[config.mk]
export PLATFORM = sky130hd
export DESIGN_NAME = wallace_mac_sequencer
export DESIGN_NICKNAME = d
export VERILOG_FILES = /design/src/rtl/wallace_mac_sequencer.sv
export SDC_FILE = /design/constraint.sdc
export NUM_CORES = 1
export LEC_CHECK = 0
export ABC_AREA = 1
export CAP_MARGIN = 0
export CORE_MARGIN = 4
export CORE_UTILIZATION = 51
export DETAILED_ROUTE_END_ITERATION = 7
export GPL_TIMING_DRIVEN = 0
export PLACE_DENSITY = 0.92
export SYNTH_ARGS = -nofsm -noshare
export SYNTH_HDL_FRONTEND = slang
export SYNTH_SLANG_ARGS = --single-unit
[constraint.sdc]
create_clock -name clk -period 2.5 [get_ports clk]
set_clock_uncertainty 0.15 [all_clocks]
set_input_delay 0.375 -clock clk [delete_from_list [all_inputs] [get_ports clk]]
set_output_delay 0.375 -clock clk [all_outputs]
set_load 0.02 [all_outputs]
[src/rtl/wallace_mac_sequencer.sv]
// Streaming multiply-accumulate sequencer around an external 8x8 Wallace tree.
// Define WALLACE_MAC_SATURATE_EN to clamp the accumulator instead of wrapping.
module wallace_mac_sequencer #(
  parameter int ACC_W = 24,
  parameter int LEN_W = 8
) (
  input  logic             clk,
  input  logic             rst_n,
  input  logic             start,
  input  logic [LEN_W-1:0] vec_len,
  input  logic             in_valid,
  output logic             in_ready,
  input  logic [7:0]       in_a,
  input  logic [7:0]       in_b,
  output logic [7:0]       mul_a,
  output logic [7:0]       mul_b,
  input  logic [15:0]      mul_p,
  output logic             out_valid,
  input  logic             out_ready,
  output logic [ACC_W-1:0] out_acc,
  output logic             overflow,
  output logic             busy
);

  typedef enum logic [1:0] {
    IDLE,
    RUN,
    DRAIN,
    DONE
  } state_t;

  state_t           state;
  logic [LEN_W-1:0] len;
  logic [LEN_W-1:0] count;
  logic             pv;
  logic [ACC_W-1:0] acc;
  logic [ACC_W-1:0] acc_next;
  logic [ACC_W:0]   sum;
  logic             fire;

  assign in_ready  = (state == RUN) && (count < len);
  assign fire      = in_valid && in_ready;
  assign out_valid = (state == DONE);
  assign busy      = (state != IDLE);
  assign out_acc   = acc;

  // Extra bit captures the carry-out of the accumulate.
  assign sum = {1'b0, acc} + (ACC_W+1)'(mul_p);

`ifdef WALLACE_MAC_SATURATE_EN
  assign acc_next = sum[ACC_W] ? '1 : sum[ACC_W-1:0];
`else
  assign acc_next = sum[ACC_W-1:0];
`endif

  always_ff @(posedge clk or negedge rst_n) begin
    if (!rst_n) begin
      state    <= IDLE;
      len      <= '0;
      count    <= '0;
      mul_a    <= '0;
      mul_b    <= '0;
      pv       <= 1'b0;
      acc      <= '0;
      overflow <= 1'b0;
    end else begin
      if (pv) begin
        acc      <= acc_next;
        overflow <= overflow | sum[ACC_W];
      end
      pv <= fire;
      if (fire) begin
        mul_a <= in_a;
        mul_b <= in_b;
        count <= count + 1'b1;
      end
      unique case (state)
        IDLE: begin
          if (start) begin
            acc      <= '0;
            count    <= '0;
            overflow <= 1'b0;
            pv       <= 1'b0;
            len      <= vec_len;
            state    <= (vec_len == '0) ? DONE : RUN;
          end
        end
        RUN: begin
          if (fire && (count + 1'b1 == len))
            state <= DRAIN;
        end
        DRAIN: state <= DONE;
        DONE: begin
          if (out_ready)
            state <= IDLE;
        end
        default: state <= IDLE;
      endcase
    end
  end

endmodule

==> results.toml <==
[detailed_routing]
drtAntennaViolNets = 0
num_vias = 3907
dr.pass1.iters = 5
drc = 0
first_iter_violations = 260
viasPerCell = 5.34
wire_per_inst_um = 14.6
totalWireLength_um = 10700

[setup_path]
cp_num_buf_inv = 1
crit_path_start_kind = "input pin"
cp_slowest_stage_delay_ns = 0.44
worstPathArrival_ns = 2.42
crit_family = "simple AND/OR/NAND/NOR gates"
path_class = "input pin to flop"
critPathMaxFanout = 3
slowest_stage = "fa_1"
end_kind = "flop"
critical_path.cell_chain = "clkdlybuf4s50_1 > ha_1 > fa_1 > nand3_2 > nand3_2 > nand3_1 > nand3_2 > nand2_1 > nand2_1 > nand2_1 > nor2_1 > nor2_1 > nor2_1"
required_ns = 2.56

[hold_path]
worst_hold_path_type = "flop to flop"

[sta]
slew_headroom = 0.612
setup_slack_ns = 0.140
finalSetupViolCount = 0
timing.final.max_slew_violations = 0
period_minus_slack_ns = 2.36
worst_pin_slew_ns = 0.582
hold_violations = 0
fmax_ghz = 0.424
setup_tns_ns = 0
finalCritPeriodShare = 0.944

[die]
die_w_um = 94.9
start_util = 0.528
core_um2 = 7290
io_pins = 89
fp.dieH_um = 94.9
dieArea_um2 = 9000
rows = 31

[synth]
syn-num-nets = 604
synth_top_family_by_area = "simple AND/OR/NAND/NOR gates"
avgSynthCellArea_um2 = 7.29
ys_types = 30
syn-cell-area_um2 = 3850
seq_area_frac_synth = 0.390
synthAdderAreaFrac = 0.103
synth_top_area_cell = "dfrtp_1"
synth_compound_area_frac = 0.122
synthTopCellsByArea = "dfrtp_1 (39%), nand2_1 (15%), ha_1 (9.8%)"
ys_ff_latch = 60
netlist.area_leader.share = 0.390
synth.area.mux_share = 0
postSynthCellCount = 528
synth-simple-area-share = 0.298
synth_xor_area_frac = 0.0182
yosysWarnings = 0

[clock_network]
cts_inserted_buffers = 9
h-tree-depth = 3
cts_tree = "done"
clock_path_buffers = 2
clkLatencyLatePin_ns = 0.35
cts.clk_slew.worst_paths_ns = 0.07
post_cts_buffers = 0
clockRootBuffer = "clkbuf_8"
cts.sinks = 60

[pwr]
p_leak_uw = 0.00252
irDropWorstVdd_mv = 0.610
p_per_area_nw_per_um2 = 1110

[final_layout]
nNetsFinal = 705
area_delta_synth_final_pct = 31.7
n_antenna_cell = 0
nFillCells = 596
drive_above_1_share = 0.0664

[grt]
first_global_vias = 3750
grt_use_total = 0.247
grt_pass1_wl_um = 17200
grt_max_degree = 41
grt_overflow_total = 0
antenna_found_initial = 0

[flow_run]
drv_cap = 0

[place]
portBuffers = 88
post-place-ws_ns = -0.194
dpl.hpwl_um = 8070
gp_congestion = 0.976

[status]
outcome = "finished clean"
## worst register-to-register path: cells and delay by family (launching register included)
family	cells	cell delay [ns]
adder cells (fa/ha/maj)	2	0.65
flip-flops	1	0.40
AND/OR/NAND/NOR	10	0.96
## synthesized netlist by cell type, drive strengths merged
library cell,n
a211oi,1
a21oi,38
a31oi,2
and3,2
buf,5
clkbuf,7
clkinv,2
dfrtp,60
fa,1
ha,30
inv,55
nand2,155
nand3,37
nand4,3
nor2,64
nor3,4
nor4,5
o211ai,4
o21a,1
o21ai,38
o21bai,2
o22ai,1
or2,3
xor2,8
## power by group
group          leakage (uW)  switching [uW]  total (uW)  internal, uW
Combinational       0.00166            1900        3150          1260
Sequential         0.000775             307        1640          1330
Clock             0.0000883             423         807           384
Total               0.00252            2630        5600          2970
## layout by cell type (no fill, tap or decap)
master / Yosys / routed
buf_2: 5 / 6
clkinv_2: 0 / 1
and3_1: 2 / 2
o21ai_0: 35 / 35
a31oi_1: 2 / 2
or2_2: 3 / 3
o21ai_1: 3 / 3
nand4_1: 3 / 3
a21oi_1: 35 / 35
clkbuf_2: 0 / 1
nor3_1: 4 / 4
dfrtp_1: 60 / 60
clkdlybuf4s50_1: 0 / 86
nand2_1: 149 / 149
inv_1: 55 / 55
buf_12: 0 / 1
clkinv_1: 2 / 2
clkinvlp_4: 0 / 1
clkbuf_8: 0 / 10
nor2_1: 61 / 61
o21a_1: 1 / 1
nand2_2: 6 / 6
o211ai_1: 4 / 4
xor2_1: 8 / 8
nor4_1: 5 / 5
dlygate4sd3_1: 0 / 1
ha_1: 30 / 30
o22ai_1: 1 / 1
nand3_2: 2 / 4
fa_1: 1 / 1
a21oi_4: 0 / 1
clkinv_4: 0 / 3
nor2_4: 1 / 1
a211oi_1: 1 / 1
o21bai_1: 2 / 2
clkbuf_1: 7 / 7
a21oi_2: 3 / 2
nand3_1: 35 / 33
nor2_2: 2 / 2
## registers in the layout, summed over array words and instances (netlist names)
name,count
out_acc,24
count,8
len,8
mul_a,8
mul_b,8
state,2
overflow,1
pv,1
## stage by stage
stage | util | hold slack [ns] | cells | instance area, um^2 | total power [uW]
6_report | 0.695 | 0.326 | 732 | 5070 | 5600
5_1_grt | 0.695 | 0.338 | 732 | 5070 | 6070
4_1_cts | 0.693 | 0.326 | 732 | 5050 | 5580
3_5_place_dp | 0.668 | 0.239 | 716 | 4870 | 4750
3_3_place_gp | 0.666 | 0.303 | 715 | 4850 | 4630
2_1_floorplan | - | -0.0706 | 528 | 3850 | 3620
## metal layers
layer  wire [um]  part of all wire  global-route usage  up-vias
met5           0                 0                   0        -
met4         180             0.017              0.0962        0
met3         610             0.057              0.0454       22
met2        5420              0.51               0.443      129
met1        4490              0.42               0.290     1835
li1            -                 -                   -     1921
## kinds of logic after synthesis
family                     count (synthesis)
and+or+nand+nor                          273
AOI/OAI and AO/OA                         87
buffers and inverters                     69
DFF                                       60
adders and majority gates                 31
xor gates and xnor gates                   8
## path summary, 6_finish.rpt
check                      startpoint          to  slack [ns]  cells past startpoint
hold reg to reg              mul_a[2]    mul_a[2]        0.33                      2
min in group asynchronous       rst_n  out_acc[7]        0.38                      2
max in group asynchronous       rst_n  out_acc[8]        1.20                      3
setup reg to reg           out_acc[0]    overflow        0.21                     12
hold / removal               mul_a[2]    mul_a[2]        0.33                      2
setup / recovery             mul_p[0]    overflow        0.14                     13
## cell type report
type,count,area [um^2],area share
inverters,57,214,0.0422
multi-input cells,399,2100,0.414
repair buffers,90,901,0.178
clock inverters,5,38.8,0.00765
plain buffers,12,51.3,0.0101
flip-flops and latches,60,1500,0.296
well taps,99,124,0.0244
clock buffers,10,138,0.0272
## timing repair
item,in CTS,in global routing
endpoints found under the setup margin,1,5
endpoints found under the hold margin,20,0
resized for setup,1,5
hold buffers,1,0
No activity file was read; power rests on OpenSTA's default activity.
